**config.mk**
```make
export PLATFORM = sky130hd
export DESIGN_NAME = alu_sequencer
export DESIGN_NICKNAME = d
export VERILOG_FILES = /design/src/rtl/alu_sequencer.sv
export SDC_FILE = /design/constraint.sdc
export NUM_CORES = 1
export LEC_CHECK = 0
export ABC_AREA = 0
export ABC_CLOCK_PERIOD_IN_PS = 3900
export BUFFER_PORTS_ARGS = -buffer_cell sky130_fd_sc_hd__buf_2
export CORE_ASPECT_RATIO = 0.6
export CORE_MARGIN = 5
export CORE_UTILIZATION = 26
export CTS_CLUSTER_SIZE = 20
export DETAILED_ROUTE_END_ITERATION = 12
export MAX_ROUTING_LAYER = met4
export SYNTH_ARGS = -nofsm -noshare
export SYNTH_HDL_FRONTEND = slang
export SYNTH_SLANG_ARGS = --single-unit
```
**constraint.sdc**
```tcl
create_clock -name clk -period 3.9 [get_ports clk]
set_input_delay 0.78 -clock clk [delete_from_list [all_inputs] [get_ports clk]]
set_output_delay 0.78 -clock clk [all_outputs]
set_load 0.005 [all_outputs]
```
**src/rtl/alu_sequencer.sv**
```systemverilog
// -----------------------------------------------------------------------------
// alu_sequencer
//
// Feeds an external ALU through a multi-pass operation. A request supplies
// an op code, two operands and a pass count. Each EXEC cycle feeds the ALU
// result back into operand A while B and the op code stay fixed. After the
// final pass, the result and the ALU's registered flags are returned over a
// valid/ready response handshake.
//
// Configuration macro: ALU_SEQ_MULTIPASS_EN
//   defined   : req_count is honoured (req_count+1 passes, 1..16)
//   undefined : req_count is ignored, EXEC is exactly one cycle
//
// Ports
//   clk          in   1   system clock, rising edge
//   rst          in   1   asynchronous active-high reset
//   req_valid    in   1   request present
//   req_ready    out  1   sequencer idle, request will be accepted
//   req_fun_sel  in   5   ALU op code, passed through unmodified
//   req_a/req_b  in  16   initial ALU operands
//   req_count    in   4   extra passes (total = req_count+1)
//   req_wf       in   1   flag-write enable for every pass
//   alu_a/alu_b  out 16   operands to the ALU
//   alu_fun_sel  out  5   ALU op code
//   alu_wf       out  1   ALU flag-write strobe
//   alu_out      in  16   combinational ALU result
//   alu_flags    in   4   registered ALU flags {Z, C, N, O}
//   rsp_valid    out  1   response present
//   rsp_ready    in   1   response accepted
//   rsp_result   out 16   final ALU result
//   rsp_flags    out  4   ALU flags after the final pass
// -----------------------------------------------------------------------------
module alu_sequencer (
  input  logic        clk,
  input  logic        rst,
  input  logic        req_valid,
  output logic        req_ready,
  input  logic [4:0]  req_fun_sel,
  input  logic [15:0] req_a,
  input  logic [15:0] req_b,
  input  logic [3:0]  req_count,
  input  logic        req_wf,
  output logic [15:0] alu_a,
  output logic [15:0] alu_b,
  output logic [4:0]  alu_fun_sel,
  output logic        alu_wf,
  input  logic [15:0] alu_out,
  input  logic [3:0]  alu_flags,
  output logic        rsp_valid,
  input  logic        rsp_ready,
  output logic [15:0] rsp_result,
  output logic [3:0]  rsp_flags
);

  typedef enum logic [1:0] {IDLE, EXEC, DONE, RESP} state_t;

  state_t state;
  logic   last_pass;

`ifdef ALU_SEQ_MULTIPASS_EN
  // Remaining passes after the current one; zero marks the final pass.
  logic [3:0] pass_cnt;
  assign last_pass = (pass_cnt == 4'd0);
`else
  // Single-pass build: the pass count has no effect.
  logic unused_count;
  assign unused_count = ^req_count;
  assign last_pass    = 1'b1;
`endif

  // alu_wf doubles as the latched request flag-write enable: it is loaded
  // from req_wf on acceptance and held for the whole of EXEC.
  // NOTE: all state and registered outputs use non-blocking assignments so
  // every register samples pre-edge values, e.g. alu_a <= alu_out.
  always_ff @(posedge clk or posedge rst) begin
    if (rst) begin
      state       <= IDLE;
      req_ready   <= 1'b1;
      rsp_valid   <= 1'b0;
      rsp_result  <= 16'h0000;
      rsp_flags   <= 4'h0;
      alu_a       <= 16'h0000;
      alu_b       <= 16'h0000;
      alu_fun_sel <= 5'd0;
      alu_wf      <= 1'b0;
`ifdef ALU_SEQ_MULTIPASS_EN
      pass_cnt    <= 4'd0;
`endif
    end else begin
      case (state)
        IDLE: begin
          if (req_valid) begin
            alu_a       <= req_a;
            alu_b       <= req_b;
            alu_fun_sel <= req_fun_sel;
            alu_wf      <= req_wf;
            req_ready   <= 1'b0;
            state       <= EXEC;
`ifdef ALU_SEQ_MULTIPASS_EN
            pass_cnt    <= req_count;
`endif
          end
        end

        EXEC: begin
          // Feed the result back; B and the op code stay put.
          alu_a <= alu_out;
          if (last_pass) begin
            rsp_result <= alu_out;
            alu_wf     <= 1'b0;
            state      <= DONE;
          end
`ifdef ALU_SEQ_MULTIPASS_EN
          else begin
            pass_cnt <= pass_cnt - 4'd1;
          end
`endif
        end

        // The ALU latched its flags on the final EXEC edge, so they are
        // valid here regardless of whether this request wrote them.
        DONE: begin
          rsp_flags <= alu_flags;
          rsp_valid <= 1'b1;
          state     <= RESP;
        end

        RESP: begin
          if (rsp_ready) begin
            rsp_valid <= 1'b0;
            req_ready <= 1'b1;
            state     <= IDLE;
          end
        end

        default: begin
          state <= IDLE;
        end
      endcase
    end
  end

endmodule

```
# == After elaboration in Yosys (flattened, before gate mapping) ==
# Index checks and enable logic that the tools add are counted.
# op_classes
n_eq_ne,5
muxes,12
n_reduce_logical,9
# op_table
cell,count
16-bit case mux with 2 select lines,1
16-bit two-way mux,1
2-bit case mux with 4 select lines,1
2-bit AND reduction,4
1-bit case mux with 2 select lines,3
2-bit nonzero test,3
2-bit equality test (second input constant),2
1-bit two-way mux,4
2-bit two-way mux,2
2-bit inequality test (second input constant),2
3-bit AND reduction,1
2-bit by 1-bit equality test with 1-bit output (second input constant),1
2-bit zero test,1
# word_totals
ff_bits,62
inputBits,66
output_inout_bits,60
elab_cells,35

# == Depth between registers and ports, before layout ==
# logic_depth
depth_word,3
depth_mapped,8
ltp_nobuf,5

# == Least setup slack after synthesis ==
# Ideal clock, no wire load.
# synth_timing
path_type,register to register
startpoint,register state[0]
endpoint,register state[1]
setup_ns,0.128
arrival_ns,1.455
required_time_ns,3.772
path_slack_ns,2.318
path_stages_with_launch,8
path_buffers,2
synth_period_minus_slack_ns,1.582
path_cell_list,dfrtp_1 -> inv_1 -> ha_1 -> buf_6 -> nor2b_1 -> buf_2 -> nor2_2 -> mux2_1
# synth_between
elab_chain_len,3
word_cells_on_any_way,8
cone_classes,eq/ne (5); mux (1); reduce/logical (2)
# synth_lines
element,line,rtl
from (decl),57,state_t state;
from (signal assigned),77,state <= IDLE;
from (signal assigned),98,state <= EXEC;
from (signal assigned),111,state <= DONE;
2-bit equality test or 2-bit zero test (tied branches),90,case (state)
2-bit inequality test (no source line),--,
2-bit AND reduction (no source line),--,
# Several ways; a longest one is shown, not always the timed one.
# A chain may end at the register's enable or synchronous reset.

# == Worst setup path after layout ==
# layout_timing
startpoint,register state[0]
endpoint,register alu_a[15]
# layout_between
elab_chain_len,3
word_cells_on_any_way,6
cone_classes,eq/ne (2); mux (1); reduce/logical (3)
# layout_lines
element,line,rtl
2-bit by 1-bit equality test with 1-bit output or 2-bit zero test (tied branches),90,
2-bit nonzero test (no source line) or 2-bit inequality test (tied branches),--,
2-bit AND reduction (no source line),--,
to (signal assigned),93,alu_a <= req_a;
to (signal assigned),107,alu_a <= alu_out;
to (decl),43,"output logic [15:0] alu_a,"
# Several ways; a longest one is shown, not always the timed one.

==> results.yml <==
global_routing:
  gr-usage-all-layers_pct: 12.32
  routing_usage_on_met3_pct: 5.886
  grt_busiest_layer: "met2"
  gr_util_met1_pct: 15.54
  grt_pass1_vias: 2300
  grt_overflow_total: 0
  largest_net_degree_at_the_start_of_global_routing: 35
  grt_pass1_wl_um: 11500
  grt_antenna_before_repair: 0
  global_route.usage.met2_pct: 17.58
floorplan:
  die-height_um: 88.46
  design.portCount: 126
  row_count: 28
  die_x_um: 140.8
  placeableCoreArea_um2: 9950
  design.die.area_um2: 12450
  initial_core_util_pct: 26.81
sta:
  max_clock_freq_mhz: 481.3
  timing.final.setup_violations: 0
  grt_setup_unrepaired: "false"
  timing.final.hold_violations: 0
  slew-limit-headroom_pct: 46.37
  post_route_clock_period_utilization_pct: 53.27
  final-max-slew-violation-count: 0
  tns_ps: 0
  finalCriticalPeriod_ps: 2078
  worst-slew-pin-transition_ps: 802.6
  worst_clock_skew_ps: 7.537
setup_path:
  timing_worst_setup_path_type: "reg -> reg"
  crit_required_ps: 4140
  critical_path.max_fanout: 23
  timing.critical_path.to_type: "flop"
  timing.critical_path.from_type: "flop"
  cp_data_arrival_time_ps: 2310
synth:
  synthesis.yosys.warnings: 0
  synth_seq_cells: 62
  netlist_area_before_placement_um2: 2668
  cell_accounting_for_the_most_synthesized_area: "sky130_fd_sc_hd__dfrtp_1"
  synthFlopType: "sky130_fd_sc_hd__dfrtp_1"
  yosys.cell_types.count: 30
  seq_total_area_yosys_pct: 58.21
  synth_async_sr_flop_share_pct: 100.0
  yosys.area.top_type_share_pct: 57.22
  synthesized_area_per_cell_um2: 9.991
  synthesis.instances: 267
  synth_fp_nets: 338
  synth_edf_count: 0
  synth.top_cells.by_area: "sky130_fd_sc_hd__dfrtp_1, sky130_fd_sc_hd__nand2_1, sky130_fd_sc_hd__a32oi_1, sky130_fd_sc_hd__o211ai_1, sky130_fd_sc_hd__o21ai_0"
power_and_ir_drop:
  power_report.internal_total_mw: 1.940
  power_switching_share_pct: 35.85
  power.leakage_nw: 1.873
  power.share.sequential_pct: 37.8
  vdd_ir_drop_max_mv: 0.2865
  psw_mw: 1.084
  pwr-share-clk_pct: 23.4
  comb_power_share_pct: 38.8
  power.density_cell_area_nw_per_um2: 831.2
detailed_routing:
  vias_per_cell: 4.378
  routed-via-count: 2307
  drc: 0
  routed_wire_length_per_instance_um: 13.82
  first_pass_iters: 4
  routed_wl_um: 7284
  drt-initial-drc-count: 79
  remaining_antenna_violation_count_after_routing: 0
placement:
  placed_area_um2: 3373
  portBuffers: 121
  hpwl_um: 5211
  finalWeightedCongestion: 0.7853
clocking:
  h-tree-depth: 3
  postCtsResizedCells: 0
  holdBufCountCts: 0
  clockRootBuffer: "sky130_fd_sc_hd__clkbuf_16"
  ctsLongestPathBuffers: 2
  clk-insertion-delay-late_ps: 320
  post-cts-setup-buffer-count: 0
  clk_pin_slew_ps: 50
  cts_num_sinks: 62
  tritoncts.num_buffers: 9
  cts_tree: "built"
flow_run:
  cap_viol_max_count: 0
final_layout:
  most_used_cells_in_the_layout_excluding_fill_and_tap_cells: "sky130_fd_sc_hd__buf_2, sky130_fd_sc_hd__nand2_1, sky130_fd_sc_hd__dfrtp_1, sky130_fd_sc_hd__inv_1, sky130_fd_sc_hd__o21ai_0"
  layout-drive-gt1-share_pct: 38.52
  most_common_cell_after_layout_fill_and_taps_aside: "sky130_fd_sc_hd__buf_2"
  relative_area_change_from_synthesis_to_final_layout_pct: 36.35
  layout.cell_area.non_filler_um2: 3637
  antenna_cells_inserted: 0
  finalNetCount: 458
min_path:
  hold_path_class: "reg -> reg"
status:
  status: "finished, final reports clean"
cells by family (layout without fill, tap and decap cells):
group | Yosys count | after routing | share of synthesized area (%)
fa+ha+maj | 5 | 5 | 2.345
simple gates | 106 | 106 | 15.90
compound gates | 51 | 51 | 13.51
buf+inv | 34 | 159 | 6.332
mux | 9 | 9 | 3.705
flops | 62 | 62 | 58.21
worst max-delay path, cell delays in order (launching register included):
cell,delay [ps]
sky130_fd_sc_hd__dfrtp_1,430
sky130_fd_sc_hd__inv_1,110
sky130_fd_sc_hd__ha_1,370
sky130_fd_sc_hd__nor2b_2,530
sky130_fd_sc_hd__buf_4,350
sky130_fd_sc_hd__o21ai_1,110
sky130_fd_sc_hd__o211ai_1,80
cell type report:
cell class / count / area (um^2)
Sequential cell: 62 / 1553
Clock buffer: 14 / 254.0
Fill cell: 1004 / 6312
Timing Repair Buffer: 125 / 635.6
Inverter: 18 / 67.56
Multi-Input combinational cell: 171 / 948.4
Tap cell: 135 / 168.9
Clock inverter: 2 / 10.01
power by group through the flow:
stage,logic (mW),registers [mW],clock network (mW)
detailed placement,1.21,1.15,0
global placement,1.17,1.14,0
floorplan,0.687,1.17,0
global route,1.33,1.19,0.766
CTS,1.21,1.15,0.740
finish,1.17,1.14,0.707
worst paths after layout:
check	start	to	slack (ps)	cells after the start
worst max-delay path	state[0]	alu_a[15]	1820	6
worst min-delay path	alu_b[9]	alu_b[9]	470	2
worst max register to register	state[0]	alu_a[15]	1820	6
worst min register to register	alu_b[9]	alu_b[9]	470	2
max in group asynchronous	rst	alu_b[12]	2460	3
min in group asynchronous	rst	alu_b[0]	550	2
layer usage:
metal	part of all wire [%]	up-vias
met5	0	-
met4	1.0	0
met3	9.8	10
met2	40	95
met1	49	1064
li1	-	1138
synthesized netlist by cell type (2+ instances only):
library cell	instances
sky130_fd_sc_hd__a21oi_1	2
sky130_fd_sc_hd__nor2_1	3
sky130_fd_sc_hd__nand2_1	94
sky130_fd_sc_hd__o22ai_1	2
sky130_fd_sc_hd__a32oi_1	14
sky130_fd_sc_hd__clkbuf_1	5
sky130_fd_sc_hd__dfrtp_1	61
sky130_fd_sc_hd__buf_2	6
sky130_fd_sc_hd__mux2_2	6
sky130_fd_sc_hd__mux2i_1	2
sky130_fd_sc_hd__inv_1	17
sky130_fd_sc_hd__buf_6	4
sky130_fd_sc_hd__nor2b_1	3
sky130_fd_sc_hd__o211ai_1	14
sky130_fd_sc_hd__o21ai_0	15
sky130_fd_sc_hd__ha_1	5
flip-flops by register name, summed over array words and instances (netlist names):
name,cells
req_ready,1
rsp_flags,4
rsp_valid,1
alu_a,16
rsp_result,16
alu_wf,1
alu_b,16
state,2
alu_fun_sel,5
stage by stage:
step / hold slack (ps) / std cells / power, mW / setup slack [ps] / util, %
floorplan: 469.7 / 267 / 1.857 / 1580 / -
global placement: 451.7 / 511 / 2.313 / 1767 / 33.90
detailed placement: 457.8 / 511 / 2.357 / 1738 / 33.90
CTS: 469.9 / 527 / 3.096 / 1765 / 36.56
global route: 478.7 / 527 / 3.278 / 1674 / 36.56
finish: 466.2 / 527 / 3.023 / 1822 / 36.56
No activity file was read; power rests on OpenSTA's default activity.
